[src/rtl/pipeline_pkg.sv]
// Shared pipeline definitions: architectural widths, the default bubble
// instruction and small field-extraction helpers for RV64 encodings.
package pipeline_pkg;

    localparam int XLEN       = 64;
    localparam int ILEN       = 32;
    localparam int REG_ADDR_W = 5;

    // addi x0,x0,0 -- the canonical bubble inserted on flush and reset.
    localparam logic [ILEN-1:0] DEFAULT_NOP_INSTR = 32'h00000013;

    function automatic logic [REG_ADDR_W-1:0] rs1_field(input logic [ILEN-1:0] instr);
        return instr[19:15];
    endfunction

    function automatic logic [REG_ADDR_W-1:0] rs2_field(input logic [ILEN-1:0] instr);
        return instr[24:20];
    endfunction

    function automatic logic [REG_ADDR_W-1:0] rd_field(input logic [ILEN-1:0] instr);
        return instr[11:7];
    endfunction

    // {funct7[5], funct3}: enough to pick the ALU operation in decode.
    function automatic logic [3:0] ins_field(input logic [ILEN-1:0] instr);
        return {instr[30], instr[14:12]};
    endfunction

endpackage

[src/rtl/if_id_stage_if.sv]
// Signal bundle between the fetch/decode stage and the rest of the core.
//
// Handshake: there is no valid/ready pair here. IF_ID_Valid qualifies the
// IF/ID contents every cycle; Stall and Flush are single-cycle combinational
// pipeline controls seen by the ID/EX register in the same cycle they assert.
// The master drives the fetch data and the downstream hazard information;
// the slave (the stage) drives the PC and the IF/ID view.
interface if_id_stage_if import pipeline_pkg::*; ();

    logic [ILEN-1:0]       Instruction;
    logic                  Branch_Taken;
    logic [XLEN-1:0]       Branch_Target;
    logic                  ID_EX_MemRead;
    logic [REG_ADDR_W-1:0] ID_EX_rd;

    logic [XLEN-1:0]       PC_Out;
    logic [XLEN-1:0]       IF_ID_PC_Out;
    logic [ILEN-1:0]       IF_ID_Instruction;
    logic [REG_ADDR_W-1:0] IF_ID_rs1;
    logic [REG_ADDR_W-1:0] IF_ID_rs2;
    logic [REG_ADDR_W-1:0] IF_ID_rd;
    logic [3:0]            IF_ID_Ins;
    logic                  IF_ID_Valid;
    logic                  Stall;
    logic                  Flush;
    logic [31:0]           Stall_Count;

    modport master (
        output Instruction, Branch_Taken, Branch_Target, ID_EX_MemRead, ID_EX_rd,
        input  PC_Out, IF_ID_PC_Out, IF_ID_Instruction, IF_ID_rs1, IF_ID_rs2,
               IF_ID_rd, IF_ID_Ins, IF_ID_Valid, Stall, Flush, Stall_Count
    );

    modport slave (
        input  Instruction, Branch_Taken, Branch_Target, ID_EX_MemRead, ID_EX_rd,
        output PC_Out, IF_ID_PC_Out, IF_ID_Instruction, IF_ID_rs1, IF_ID_rs2,
               IF_ID_rd, IF_ID_Ins, IF_ID_Valid, Stall, Flush, Stall_Count
    );

endinterface

[src/rtl/hazard_detection_unit.sv]
// Load-use hazard detector: flags when the load in ID/EX writes a register
// that the instruction in IF/ID reads. A taken branch or reset suppresses
// the stall because the IF/ID contents are being discarded anyway.
module hazard_detection_unit import pipeline_pkg::*; (
    input  logic                  reset,
    input  logic                  branch_taken,
    input  logic                  id_ex_mem_read,
    input  logic [REG_ADDR_W-1:0] id_ex_rd,
    input  logic [REG_ADDR_W-1:0] if_id_rs1,
    input  logic [REG_ADDR_W-1:0] if_id_rs2,
    input  logic                  if_id_valid,
    output logic                  hazard,
    output logic                  stall
);

    // x0 is never a real dependency, so a load targeting it cannot hazard.
    assign hazard = id_ex_mem_read && (id_ex_rd != '0) &&
                    ((id_ex_rd == if_id_rs1) || (id_ex_rd == if_id_rs2));

    // Only a real instruction in IF/ID can be held; branch and reset win.
    assign stall = hazard && if_id_valid && !branch_taken && !reset;

endmodule

[src/rtl/if_id_stage.sv]
// Fetch stage plus IF/ID pipeline register.
// Update priority each clock: reset, then branch redirect (flush), then
// load-use stall (hold), then normal advance by 4.
// Build option: define HAZARD_DETECT_EN to include load-use stall logic and
// the stall counter; without it the stage always advances and Stall/
// Stall_Count read as zero.
module if_id_stage import pipeline_pkg::*; #(
    parameter logic [XLEN-1:0] RESET_PC  = 64'h0,
    parameter logic [ILEN-1:0] NOP_INSTR = DEFAULT_NOP_INSTR
) (
    input  logic           clk,
    input  logic           reset,
    if_id_stage_if.slave   bus
);

    logic [XLEN-1:0] pc_q;
    logic [XLEN-1:0] if_id_pc_q;
    logic [ILEN-1:0] if_id_instr_q;
    logic            if_id_valid_q;
    logic [31:0]     stall_count_q;
    logic            stall;

    // Branch targets are forced word-aligned, so the low bits never matter.
    logic unused_target_bits;
    assign unused_target_bits = ^bus.Branch_Target[1:0];

`ifdef HAZARD_DETECT_EN
    logic unused_hazard;

    hazard_detection_unit u_hazard_detection_unit (
        .reset          (reset),
        .branch_taken   (bus.Branch_Taken),
        .id_ex_mem_read (bus.ID_EX_MemRead),
        .id_ex_rd       (bus.ID_EX_rd),
        .if_id_rs1      (rs1_field(if_id_instr_q)),
        .if_id_rs2      (rs2_field(if_id_instr_q)),
        .if_id_valid    (if_id_valid_q),
        .hazard         (unused_hazard),
        .stall          (stall)
    );

    // Count stall cycles, saturating so the counter never wraps to zero.
    always_ff @(posedge clk) begin
        if (reset) begin
            stall_count_q <= '0;
        end else if (stall && (stall_count_q != 32'hFFFF_FFFF)) begin
            stall_count_q <= stall_count_q + 32'd1;
        end
    end
`else
    // Without hazard detection the compiler guarantees no load-use pairs.
    logic unused_hazard_inputs;
    assign unused_hazard_inputs = ^{bus.ID_EX_MemRead, bus.ID_EX_rd};
    assign stall         = 1'b0;
    assign stall_count_q = '0;
`endif

    // PC and IF/ID register update with reset > redirect > stall > advance.
    always_ff @(posedge clk) begin
        if (reset) begin
            pc_q          <= RESET_PC;
            if_id_instr_q <= NOP_INSTR;
            if_id_pc_q    <= '0;
            if_id_valid_q <= 1'b0;
        end else if (bus.Branch_Taken) begin
            pc_q          <= {bus.Branch_Target[XLEN-1:2], 2'b00};
            if_id_instr_q <= NOP_INSTR;
            if_id_pc_q    <= '0;
            if_id_valid_q <= 1'b0;
        end else if (!stall) begin
            pc_q          <= pc_q + 64'd4;
            if_id_instr_q <= bus.Instruction;
            if_id_pc_q    <= pc_q;
            if_id_valid_q <= 1'b1;
        end
    end

    assign bus.PC_Out            = pc_q;
    assign bus.IF_ID_PC_Out      = if_id_pc_q;
    assign bus.IF_ID_Instruction = if_id_instr_q;
    assign bus.IF_ID_rs1         = rs1_field(if_id_instr_q);
    assign bus.IF_ID_rs2         = rs2_field(if_id_instr_q);
    assign bus.IF_ID_rd          = rd_field(if_id_instr_q);
    assign bus.IF_ID_Ins         = ins_field(if_id_instr_q);
    assign bus.IF_ID_Valid       = if_id_valid_q;
    assign bus.Stall             = stall;
    assign bus.Flush             = bus.Branch_Taken;
    assign bus.Stall_Count       = stall_count_q;

endmodule

[src/flat_wrapper.sv]
// flat-port wrapper written by rule: the top's interface ports become plain ports
module if_id_stage_flat import pipeline_pkg::*;
#(
    parameter logic [XLEN-1:0] RESET_PC  = 64'h0,
    parameter logic [ILEN-1:0] NOP_INSTR = DEFAULT_NOP_INSTR
)
  (clk, reset, bus_Instruction, bus_Branch_Taken, bus_Branch_Target, bus_ID_EX_MemRead, bus_ID_EX_rd, bus_PC_Out, bus_IF_ID_PC_Out, bus_IF_ID_Instruction, bus_IF_ID_rs1, bus_IF_ID_rs2, bus_IF_ID_rd, bus_IF_ID_Ins, bus_IF_ID_Valid, bus_Stall, bus_Flush, bus_Stall_Count);
  if_id_stage_if bus_i ();
  input  logic clk;
  input  logic reset;
  input wire logic [$bits(bus_i.Instruction)-1:0] bus_Instruction;
  input wire logic [$bits(bus_i.Branch_Taken)-1:0] bus_Branch_Taken;
  input wire logic [$bits(bus_i.Branch_Target)-1:0] bus_Branch_Target;
  input wire logic [$bits(bus_i.ID_EX_MemRead)-1:0] bus_ID_EX_MemRead;
  input wire logic [$bits(bus_i.ID_EX_rd)-1:0] bus_ID_EX_rd;
  output wire logic [$bits(bus_i.PC_Out)-1:0] bus_PC_Out;
  output wire logic [$bits(bus_i.IF_ID_PC_Out)-1:0] bus_IF_ID_PC_Out;
  output wire logic [$bits(bus_i.IF_ID_Instruction)-1:0] bus_IF_ID_Instruction;
  output wire logic [$bits(bus_i.IF_ID_rs1)-1:0] bus_IF_ID_rs1;
  output wire logic [$bits(bus_i.IF_ID_rs2)-1:0] bus_IF_ID_rs2;
  output wire logic [$bits(bus_i.IF_ID_rd)-1:0] bus_IF_ID_rd;
  output wire logic [$bits(bus_i.IF_ID_Ins)-1:0] bus_IF_ID_Ins;
  output wire logic [$bits(bus_i.IF_ID_Valid)-1:0] bus_IF_ID_Valid;
  output wire logic [$bits(bus_i.Stall)-1:0] bus_Stall;
  output wire logic [$bits(bus_i.Flush)-1:0] bus_Flush;
  output wire logic [$bits(bus_i.Stall_Count)-1:0] bus_Stall_Count;
  assign bus_i.Instruction = bus_Instruction;
  assign bus_i.Branch_Taken = bus_Branch_Taken;
  assign bus_i.Branch_Target = bus_Branch_Target;
  assign bus_i.ID_EX_MemRead = bus_ID_EX_MemRead;
  assign bus_i.ID_EX_rd = bus_ID_EX_rd;
  assign bus_PC_Out = bus_i.PC_Out;
  assign bus_IF_ID_PC_Out = bus_i.IF_ID_PC_Out;
  assign bus_IF_ID_Instruction = bus_i.IF_ID_Instruction;
  assign bus_IF_ID_rs1 = bus_i.IF_ID_rs1;
  assign bus_IF_ID_rs2 = bus_i.IF_ID_rs2;
  assign bus_IF_ID_rd = bus_i.IF_ID_rd;
  assign bus_IF_ID_Ins = bus_i.IF_ID_Ins;
  assign bus_IF_ID_Valid = bus_i.IF_ID_Valid;
  assign bus_Stall = bus_i.Stall;
  assign bus_Flush = bus_i.Flush;
  assign bus_Stall_Count = bus_i.Stall_Count;
  if_id_stage #(.RESET_PC(RESET_PC), .NOP_INSTR(NOP_INSTR)) u_core (.clk(clk), .reset(reset), .bus(bus_i));
endmodule
[config.mk]
export PLATFORM = sky130hd
export DESIGN_NAME = if_id_stage_flat
export DESIGN_NICKNAME = d
export VERILOG_FILES = /design/src/rtl/pipeline_pkg.sv /design/src/rtl/if_id_stage_if.sv /design/src/rtl/hazard_detection_unit.sv /design/src/rtl/if_id_stage.sv /design/src/flat_wrapper.sv
export SDC_FILE = /design/constraint.sdc
export NUM_CORES = 1
export LEC_CHECK = 0
export CORE_AREA = 2 2 125 127
export DETAILED_ROUTE_END_ITERATION = 10
export DIE_AREA = 0 0 127 129
export DONT_BUFFER_PORTS = 1
export SKIP_LAST_GASP = 1
export SYNTH_ARGS = -nofsm -noshare
export SYNTH_HDL_FRONTEND = slang
export SYNTH_SLANG_ARGS = --single-unit
[constraint.sdc]
create_clock -name clk -period 2.3 [get_ports clk]
set_input_delay 0.115 -clock clk [delete_from_list [all_inputs] [get_ports clk]]
set_output_delay 0.115 -clock clk [all_outputs]
set_load 0.05 [all_outputs]
==> flow_summary.rst <==
.. list-table::
   :header-rows: 1

   * - Metric
     - Value
   * - Register bit count reported by yosys
     - 157
   * - Main flop type after synthesis
     - dfxtp_1
   * - Warnings from Yosys
     - 0
   * - Pins over their slew limit
     - 0
   * - Final routed DRC violation total
     - 0
   * - Setup slack of the worst register-to-register path
     - 60 ps
   * - Endpoint of the worst setup timing path
     - u_core.bus.PC_Out[63]
   * - Synth Cell Area
     - 6480 um2
   * - DRT antenna net count
     - 0
   * - Total wire length
     - 19000 um
   * - Clock tree from TritonCTS
     - yes
   * - DR WL/cell
     - 17.9 um
   * - Summed negative setup slack over all endpoints
     - 0 ps
   * - Count of mapped cells out of synthesis
     - 713
   * - Starting density of the core
     - 43.3%
   * - Data arrival time of the critical path
     - 2560 ps
   * - Total of max-cap violations
     - 0
   * - Cells on Worst Hold Path
     - 2
   * - Die height
     - 129 um
   * - Number of buffers created by CTS
     - 17
   * - Core outline area
     - 15000 um2
   * - Post-synthesis sequential area ratio
     - 48.5%
   * - Average instance area after synthesis
     - 9.09 um2
   * - Setup Fix Bufs, Post-CTS
     - 0
   * - GRT overflow
     - 0
   * - Number of flops mapped to enable cells by yosys
     - 0
   * - Number of sinks handled by clock tree synthesis
     - 157
   * - Wire length of the first global-routing pass
     - 29000 um
   * - Min-delay worst type
     - in -> reg
   * - Nature of the critical path endpoint
     - register
   * - First-pass DRT Iterations
     - 4
   * - Endpoint of the worst register-to-register path
     - u_core.bus.PC_Out[63]
   * - Fmax achieved
     - 447 MHz
   * - Count of routing violations after the opening detailed-route iteration
     - 260
   * - Maximum clock insertion buffer count
     - 2
   * - Area leader, netlist
     - dfxtp_1
   * - Worst clock skew
     - 6.21 ps
   * - Cell with the biggest individual delay on the critical path
     - or4_1
   * - Cell variety after synth
     - 41
   * - Startpoint of the worst-slack reg-to-reg timing path
     - u_core.bus.PC_Out[47]
   * - Required time reported for the critical path endpoint
     - 2620 ps
   * - Critical path depth in cells
     - 5
   * - Async S/R FF share, synth
     - 0%
   * - Fraction of layout instances using a drive strength above 1
     - 19.6%
   * - CTS root buffer
     - clkbuf_16
   * - Ant diodes
     - 0
   * - Overall global routing resource usage
     - 22.5%
   * - Htree depth
     - 4
   * - Commonest non-fill, non-tap cell in the layout
     - dfxtp_1
   * - Area occupied by multi-input gates
     - 2870 um2
   * - Worst IR drop on VDD
     - 0.485 mV
   * - Fraction of synthesized cell area taken by the top area cell type
     - 48.5%
   * - Horiz. Die Dim
     - 127 um
   * - Largest net degree at the start of global routing
     - 74
   * - Largest stage delay on the critical path
     - 490 ps
   * - Crit-path leading delay family
     - simple AND/OR/NAND/NOR gates
   * - Growth of design area from synthesis to finish
     - 34.3%
   * - Crit path time final
     - 2240 ps
   * - Number of global-route vias before repair
     - 5682
   * - Total via count after detailed routing
     - 5631
   * - Total power divided by cell area
     - 797 nW/um2
   * - Setup repair after global routing missed its margin
     - true
   * - Cell types occupying the most area after synthesis
     - dfxtp_1, and2_1, buf_4
   * - Final #Nets
     - 966
   * - Insertion delay of the later-clocked pin in the worst-skew pair
     - 420 ps
   * - Number of port buffers
     - 0
   * - Number of fill cells in the layout
     - 1308
   * - Final period utilization
     - 97.4%
   * - Most frequent cells in the layout
     - dfxtp_1, dlygate4sd3_1, and2_1, buf_4, nor2_1
   * - Number of ports placed on the die boundary
     - 319
   * - Outcome
     - complete, no violations
   * - Number of antenna violations at the first check in global routing
     - 0
   * - Worst slack after detailed placement
     - 39.7 ps
   * - Buffering stage count on the worst path with inverters included
     - 0
   * - Final GP Congestion
     - 0.824
   * - Final WS setup
     - 60.6 ps
   * - Biggest fanout along the worst timing path
     - 8
   * - Floorplan row count
     - 45
   * - Post-detailed-route via-to-cell ratio
     - 5.31
   * - Final HPWL from detailed placement
     - 12800 um
   * - Length in cells of the worst reg-to-reg path
     - 5
   * - Total leakage power
     - 3.37 nW
   * - Worst path cell trace
     - and3_4 -> or4b_4 -> or3_4 -> or4_1 -> a311oi_1
   * - Final Hold Vio Count
     - 0
   * - Worst Setup Path Type
     - reg -> reg
   * - Clock transition at path regs
     - 60 ps
   * - Relative slew margins
     - 30.1%
   * - Die area
     - 16400 um2
   * - Worst-margin pin slew
     - 1050 ps
   * - Sequential Area
     - 3230 um2
   * - Startpoint type of the worst setup path
     - register
   * - Crit path from
     - u_core.bus.PC_Out[47]
   * - Number of endpoints failing setup at the final stage
     - 0
Yosys cell counts, types with 2 or more instances:
cell and instances:
dfxtp_1 157, and2_1 85, nor2_1 59, buf_4 57
nand2_1 40, clkbuf_1 39, xnor2_1 26, nand3_1 25
a311oi_1 23, nand4_1 20, nor3_1 20, a211oi_1 19
or3_1 19, o21ai_0 16, or4_1 14, a21oi_1 13
and3_1 13, inv_1 10, o31ai_1 10, nor4_1 8
xor2_1 6, and4_1 5, a31oi_1 3, mux2i_1 3
o21bai_1 3, buf_1 2, nand3_2 2, nor4b_1 2
or2_2 2
how the worst min path moves through the flow:
stage                                   from                         endpoint  slack (ps)
after floorplan           bus_Instruction[0]  u_core.bus.IF_ID_Instruction[0]         210
after global placement                 reset            u_core.bus.PC_Out[11]         190
after detailed placement               reset            u_core.bus.PC_Out[11]         180
after CTS                              reset             u_core.bus.PC_Out[5]          50
after global routing                   reset             u_core.bus.PC_Out[6]          60
final                                  reset             u_core.bus.PC_Out[5]          60
metal layers:
| metal | share of wire, % | vias to the layer above | GRT usage (%) |
|---|---|---|---|
| met5 | 0 | - | 0 |
| met4 | 1.9 | 0 | 8.02 |
| met3 | 7.1 | 34 | 7.53 |
| met2 | 51 | 223 | 40.5 |
| met1 | 40 | 2689 | 24.9 |
| li1 | - | 2685 | - |
through the flow:
stage / cells / cell area (um2) / hold WS, ps / util (%) / total power [W]
floorplan: 749 / 6710 / 214 / - / 0.00393
global placement: 922 / 7020 / 186 / 46.9 / 0.00404
detailed placement: 922 / 7020 / 184 / 46.9 / 0.00405
CTS: 1060 / 8700 / 47.2 / 58.1 / 0.00700
global route: 1060 / 8700 / 63.7 / 58.1 / 0.00720
finish: 1060 / 8700 / 64.7 / 58.1 / 0.00694
report_power, final:
| group | total [W] | internal (W) | switching, W | leakage (nW) |
|---|---|---|---|---|
| sequential | 0.00316 | 0.00285 | 0.000306 | 1.31 |
| clock | 0.00276 | 0.00166 | 0.00109 | 0.293 |
| combinational | 0.00103 | 0.000335 | 0.000690 | 1.77 |
state kept, by name, indices dropped and copies added (netlist names):
signal	count
u_core.bus.IF_ID_Instruction	32
u_core.bus.IF_ID_PC_Out	62
u_core.bus.IF_ID_Valid	1
u_core.bus.PC_Out	62
worst reg2reg max path, delay by kind of cell (launching register included):
family,cells,cell delay (ps)
DFF,1,340
AOI/OAI and AO/OA,1,260
and+or+nand+nor,4,1550
final cells by class:
| cell class | count | area share, % |
|---|---|---|
| Clock buffer | 23 | 5.84 |
| Clock inverter | 8 | 0.891 |
| Inverter | 11 | 0.489 |
| Multi-Input combinational cell | 482 | 33.0 |
| Sequential cell | 157 | 37.1 |
| Tap cell | 188 | 2.70 |
| Timing Repair Buffer | 191 | 20.0 |
cell families after synthesis:
logic type	after synthesis	synth area share, %
compound gates	91	9.91
mux	3	0.463
simple gates	318	26.9
flops	157	48.5
fa+ha+maj	1	0.193
other cells	1	0.0579
buf+inv	110	9.69
xor+xnor	32	4.33
what timing repair did:
action	4_1_cts	5_1_grt
setup endpoints to repair	1	6
resized for setup	1	2
endpoints found under the hold margin	102	0
hold buffers	107	0
Power figures use the tool's default switching activity.
